==> config.mk <==
export PLATFORM = sky130hd
export DESIGN_NAME = bram_port_arb
export DESIGN_NICKNAME = d
export VERILOG_FILES = /design/src/rtl/bram_port_arb.sv
export SDC_FILE = /design/constraint.sdc
export NUM_CORES = 1
export LEC_CHECK = 0
export ABC_AREA = 0
export CAP_MARGIN = 20
export CORE_AREA = 2 2 122 124
export CTS_BUF_LIST = sky130_fd_sc_hd__clkbuf_8
export DETAILED_ROUTE_END_ITERATION = 16
export DIE_AREA = 0 0 124 126
export SLEW_MARGIN = 20
export SYNTH_ARGS = -nofsm -noshare
export SYNTH_HDL_FRONTEND = slang
export SYNTH_SLANG_ARGS = --single-unit
export TNS_END_PERCENT = 30
==> constraint.sdc <==
create_clock -name aclk -period 5.7 [get_ports aclk]
set_clock_uncertainty 0.15 [all_clocks]
set_input_delay 0.855 -clock aclk [delete_from_list [all_inputs] [get_ports aclk]]
set_output_delay 0.855 -clock aclk [all_outputs]
set_load 0.1 [all_outputs]
==> src/rtl/bram_port_arb.sv <==
// bram_port_arb
// Shares one BRAM port between two masters. Ownership is round-robin with
// optional per-master locking. An unlocked owner is forced off after
// MAX_HOLD consecutive owned cycles if the other master is waiting. Reads
// are tracked through a RD_LATENCY-deep {valid, id} pipe, so each read's
// data is flagged to the master that issued it, even if ownership changes
// in the meantime.
//
// Ports:
//   aclk, areset           clock, asynchronous active-high reset
//   mN_req / mN_lock       master N request / no-preemption request
//   mN_gnt                 master N owns the port (registered)
//   mN_addr/wrdata/we      master N access; we == 0 means read
//   mN_rddata / mN_rvalid  broadcast read data / read data valid for N
//   BRAM_*                 BRAM port (CLK, EN, ADDR, WRDATA, WE, RDDATA)
//   busy                   port owned or reads still in flight
module bram_port_arb #(
  parameter int ADDR_WIDTH = 32,
  parameter int DATA_WIDTH = 32,
  parameter int RD_LATENCY = 1,
  parameter int MAX_HOLD   = 64
) (
  input  logic                    aclk,
  input  logic                    areset,
  input  logic                    m0_req,
  input  logic                    m0_lock,
  output logic                    m0_gnt,
  input  logic [ADDR_WIDTH-1:0]   m0_addr,
  input  logic [DATA_WIDTH-1:0]   m0_wrdata,
  input  logic [DATA_WIDTH/8-1:0] m0_we,
  output logic [DATA_WIDTH-1:0]   m0_rddata,
  output logic                    m0_rvalid,
  input  logic                    m1_req,
  input  logic                    m1_lock,
  output logic                    m1_gnt,
  input  logic [ADDR_WIDTH-1:0]   m1_addr,
  input  logic [DATA_WIDTH-1:0]   m1_wrdata,
  input  logic [DATA_WIDTH/8-1:0] m1_we,
  output logic [DATA_WIDTH-1:0]   m1_rddata,
  output logic                    m1_rvalid,
  output logic                    BRAM_CLK,
  output logic                    BRAM_EN,
  output logic [ADDR_WIDTH-1:0]   BRAM_ADDR,
  output logic [DATA_WIDTH-1:0]   BRAM_WRDATA,
  output logic [DATA_WIDTH/8-1:0] BRAM_WE,
  input  logic [DATA_WIDTH-1:0]   BRAM_RDDATA,
  output logic                    busy
);

  localparam int WE_WIDTH = DATA_WIDTH / 8;
  localparam int HOLD_W   = (MAX_HOLD > 1) ? $clog2(MAX_HOLD) : 1;
  localparam logic [HOLD_W-1:0] HOLD_LAST = HOLD_W'(MAX_HOLD - 1);

  typedef enum logic [1:0] {
    IDLE = 2'd0,
    OWN0 = 2'd1,
    OWN1 = 2'd2
  } state_t;

  state_t                state;
  state_t                next_state;
  logic                  last;
  logic [HOLD_W-1:0]     hold_cnt;
  logic [RD_LATENCY-1:0] pipe_valid;
  logic [RD_LATENCY-1:0] pipe_id;
  logic                  issue_rd;
  logic                  issue_id;

  assign BRAM_CLK  = aclk;
  assign m0_rddata = BRAM_RDDATA;
  assign m1_rddata = BRAM_RDDATA;

  // State, grant, round-robin pointer and hold counter registers.
  always_ff @(posedge aclk or posedge areset) begin
    if (areset) begin
      state    <= IDLE;
      m0_gnt   <= 1'b0;
      m1_gnt   <= 1'b0;
      last     <= 1'b1;
      hold_cnt <= {HOLD_W{1'b0}};
    end else begin
      state  <= next_state;
      m0_gnt <= (next_state == OWN0);
      m1_gnt <= (next_state == OWN1);
      if (next_state == OWN0) begin
        last <= 1'b0;
      end else if (next_state == OWN1) begin
        last <= 1'b1;
      end else begin
        last <= last;
      end
      // Count restarts whenever ownership changes hands or the port idles.
      if ((next_state != state) || (next_state == IDLE)) begin
        hold_cnt <= {HOLD_W{1'b0}};
      end else if (hold_cnt != HOLD_LAST) begin
        hold_cnt <= hold_cnt + {{(HOLD_W-1){1'b0}}, 1'b1};
      end else begin
        hold_cnt <= hold_cnt;
      end
    end
  end

  // Next-state arbitration: round-robin on ties, forced rotation at hold limit.
  always_comb begin
    next_state = state;
    case (state)
      IDLE: begin
        if (m0_req && m1_req) begin
          next_state = last ? OWN0 : OWN1;
        end else if (m0_req) begin
          next_state = OWN0;
        end else if (m1_req) begin
          next_state = OWN1;
        end else begin
          next_state = IDLE;
        end
      end
      OWN0: begin
        if (!m0_req) begin
          next_state = m1_req ? OWN1 : IDLE;
        end else if (!m0_lock && m1_req && (hold_cnt == HOLD_LAST)) begin
          next_state = OWN1;
        end else begin
          next_state = OWN0;
        end
      end
      OWN1: begin
        if (!m1_req) begin
          next_state = m0_req ? OWN0 : IDLE;
        end else if (!m1_lock && m0_req && (hold_cnt == HOLD_LAST)) begin
          next_state = OWN0;
        end else begin
          next_state = OWN1;
        end
      end
      default: begin
        next_state = IDLE;
      end
    endcase
  end

  // BRAM port mux: the owner's access goes out only while it still requests.
  always_comb begin
    BRAM_EN     = 1'b0;
    BRAM_ADDR   = {ADDR_WIDTH{1'b0}};
    BRAM_WRDATA = {DATA_WIDTH{1'b0}};
    BRAM_WE     = {WE_WIDTH{1'b0}};
    issue_id    = 1'b0;
    case (state)
      OWN0: begin
        if (m0_req) begin
          BRAM_EN     = 1'b1;
          BRAM_ADDR   = m0_addr;
          BRAM_WRDATA = m0_wrdata;
          BRAM_WE     = m0_we;
        end else begin
          BRAM_EN     = 1'b0;
        end
      end
      OWN1: begin
        issue_id = 1'b1;
        if (m1_req) begin
          BRAM_EN     = 1'b1;
          BRAM_ADDR   = m1_addr;
          BRAM_WRDATA = m1_wrdata;
          BRAM_WE     = m1_we;
        end else begin
          BRAM_EN     = 1'b0;
        end
      end
      default: begin
        BRAM_EN = 1'b0;
      end
    endcase
    issue_rd = BRAM_EN && (BRAM_WE == {WE_WIDTH{1'b0}});
  end

  // Read-tracking pipe; its tail lines up with valid BRAM_RDDATA.
  always_ff @(posedge aclk or posedge areset) begin
    if (areset) begin
      pipe_valid <= {RD_LATENCY{1'b0}};
      pipe_id    <= {RD_LATENCY{1'b0}};
    end else begin
      pipe_valid[0] <= issue_rd;
      pipe_id[0]    <= issue_id;
      for (int i = 1; i < RD_LATENCY; i++) begin
        pipe_valid[i] <= pipe_valid[i-1];
        pipe_id[i]    <= pipe_id[i-1];
      end
    end
  end

  assign m0_rvalid = pipe_valid[RD_LATENCY-1] && !pipe_id[RD_LATENCY-1];
  assign m1_rvalid = pipe_valid[RD_LATENCY-1] &&  pipe_id[RD_LATENCY-1];
  assign busy      = (state != IDLE) || (|pipe_valid);

endmodule

==> flow_summary.ini <==
[flow_run]
cap_violations = 0

[synthesis]
synth_xor_area_share_pct = 1.83
synth_top_family_by_area = compound AO/OA/AOI/OAI gates
syn_area_per_cell_um2 = 7.75
synth_nets = 481
syn_area_um2 = 2320
async_reset_ff_share_pct = 100
syn_inst = 299
synthAdderAreaFrac_pct = 4.32
synth_most_common_cell = nor2b_1
ys_seq_area_share_pct = 14.1
synth_area_leaders = a22oi_1, buf_4, nor2b_1, dfrtp_1, ha_1
synth_simple_gate_area_share_pct = 25.3
synth-compound-area-share_pct = 27.0
ys_ff_latch = 13
synth_common_cells = nor2b_1, a22oi_1, buf_4
synth_edf_count = 0
yosysTopAreaCellShare_pct = 21.4
synth_top_flop_cell = dfrtp_1
synth_top_area_cell = a22oi_1
yosysWarnings = 0
synth_mux_area_share_pct = 0.917
yosysUniqueCellTypes = 37

[floorplan]
coreArea_um2 = 14300
die_w_um = 124
die_area_um2 = 15600
ios = 313
num_rows = 44
initial_core_util_pct = 16.2
die_h_um = 126

[worst_setup_path]
crit_fanout = 2
r2r_start = hold_cnt[0]
cp.arrival_ps = 4050
cpMostUsedCell = clkbuf_8
r2r_cells = 8
reg2reg_slack_ps = 2820
crit_buf_inv = 3
crit_path_top_delay_cell = clkdlybuf4s50_1
critPathRequiredTime_ps = 4700
r2r-end = hold_cnt[4]
cp.depth = 3
endpoint = BRAM_CLK
startpoint = aclk
cp_slowest_stage_delay_ps = 970
cpLargestDelayFamily = buffers and inverters
start_kind = clock port
worstPathCellList = clkbuf_8 > clkbuf_8 > clkdlybuf4s50_1
end_kind = output pin
crit_type = clock port to output pin

[global_route]
grt_pass1_wl_um = 16300
grt_use_total_pct = 13.6
grt_pass1_vias = 2879
antenna_found_initial = 1
grt_overflow = 0
grt_max_degree = 71

[clocking]
ctsHoldBuffers = 0
cts-resized-gates = 0
insertion_delay_ps = 350
cts_post_setup_buffers_inserted = 0
cts_tree = done
clkTransAtPathRegs_ps = 50

[power_and_ir_drop]
power_density_nw_per_um2 = 523
power_leakage_nw = 1.47
vdd_drop_max_mv = 0.217

[placement]
dp_hpwl_um = 8690
gp_congestion = 0.816
port_buffers = 216
placed_area_um2 = 4080
place_inst = 612

[routing]
wl_per_cell_um = 17.4
via_per_inst = 4.23
drt_iter0_drc = 148
drt_wl_total_um = 10800
vias = 2625
dr.pass1.iters = 5
drc = 0
ant_nets = 0

[sta]
drv_slew = 0
hold_viol_final = 0
max_slew_margin_pct = 33.5
tightest_slew_ps = 995
rsz0062_at_grt = no
setup_tns_ps = 0
setup_viol = 0

[layout]
drive_above_1_share_pct = 11.3
nNetsFinal = 618
synthToLayoutAreaGrowth_pct = 79.9
design_area_um2 = 4170
final_cells = 620

[run_status]
status = completed

[worst_hold_path]
hold_class = flop to flop
## tightest hold or removal path: stages (launching register included)
cell     delay (ps)
dfstp_2         380
nor2_1           90
a21oi_1          50
## where the power goes
group	total, mW	switching, mW	leakage, nW	internal [mW]
Combinational	1.84	1.30	1.25	0.541
Sequential	0.137	0.0164	0.172	0.120
Clock	0.204	0.100	0.0524	0.104
## per-layer routing
| metal | share of wire [%] | up-vias | track usage [%] |
|---|---|---|---|
| li1 | - | 1262 | - |
| met1 | 38 | 1212 | 15.0 |
| met2 | 54 | 141 | 25.5 |
| met3 | 6.8 | 10 | 3.76 |
| met4 | 1.3 | 0 | 2.78 |
| met5 | 0 | - | 0 |
## worst min-delay path by stage
| stage | start | end | cells after the start |
|---|---|---|---|
| floorplan | last | last | 2 |
| global placement | last | last | 2 |
| detailed placement | last | last | 2 |
| CTS | last | last | 2 |
| global route | last | last | 2 |
| finish | last | last | 2 |
## cells by family (layout without fill, tap and decap cells)
kind of cell / count (synthesis) / count (layout)
and+or+nand+nor: 95 / 95
AOI/OAI and AO/OA: 80 / 80
muxes: 2 / 2
other: 0 / 1
xor gates and xnor gates: 4 / 4
adders and majority gates: 8 / 8
DFF: 13 / 13
buffers and inverters: 97 / 233
## registers in the layout (all words and copies together) (netlist names)
name	flops
state	2
last	1
hold_cnt	6
m0_gnt	1
m1_gnt	1
pipe_id	1
pipe_valid	1
## per-stage QoR
| step | power [mW] | util (%) | setup slack, ps | hold WS, ps |
|---|---|---|---|---|
| 2_1_floorplan | 1.82 | - | 1480 | 339 |
| 3_3_place_gp | 2.05 | 28.5 | 905 | 358 |
| 3_5_place_dp | 2.07 | 28.5 | 905 | 371 |
| 4_1_cts | 2.21 | 29.1 | 635 | 384 |
| 5_1_grt | 2.30 | 29.1 | 638 | 437 |
| 6_report | 2.18 | 29.1 | 648 | 378 |
## cells in the final DEF, fill, tap and decap left out, drive strengths merged, types with 2 or more instances in the layout
| cell type | count |
|---|---|
| ha | 8 |
| dfrtp | 12 |
| nor4 | 6 |
| clkbuf | 6 |
| clkdlybuf4s50 | 186 |
| nand3 | 2 |
| nor2 | 2 |
| a22o | 2 |
| nand2b | 3 |
| xnor2 | 4 |
| a22oi | 66 |
| and3 | 2 |
| nor2b | 67 |
| inv | 9 |
| nand2 | 4 |
| o21ai | 3 |
| and2 | 5 |
| a21oi | 2 |
| buf | 32 |
## final cells by class
cell class / instances / area [um^2]
Antenna cell: 1 / 2.50
Timing Repair Buffer: 217 / 2100
Inverter: 8 / 30.0
Clock inverter: 1 / 3.75
Fill cell: 1546 / 10100
Multi-Input combinational cell: 189 / 1380
Tap cell: 184 / 230
Sequential cell: 13 / 327
Clock buffer: 7 / 92.6
No activity file was read; power rests on OpenSTA's default activity.
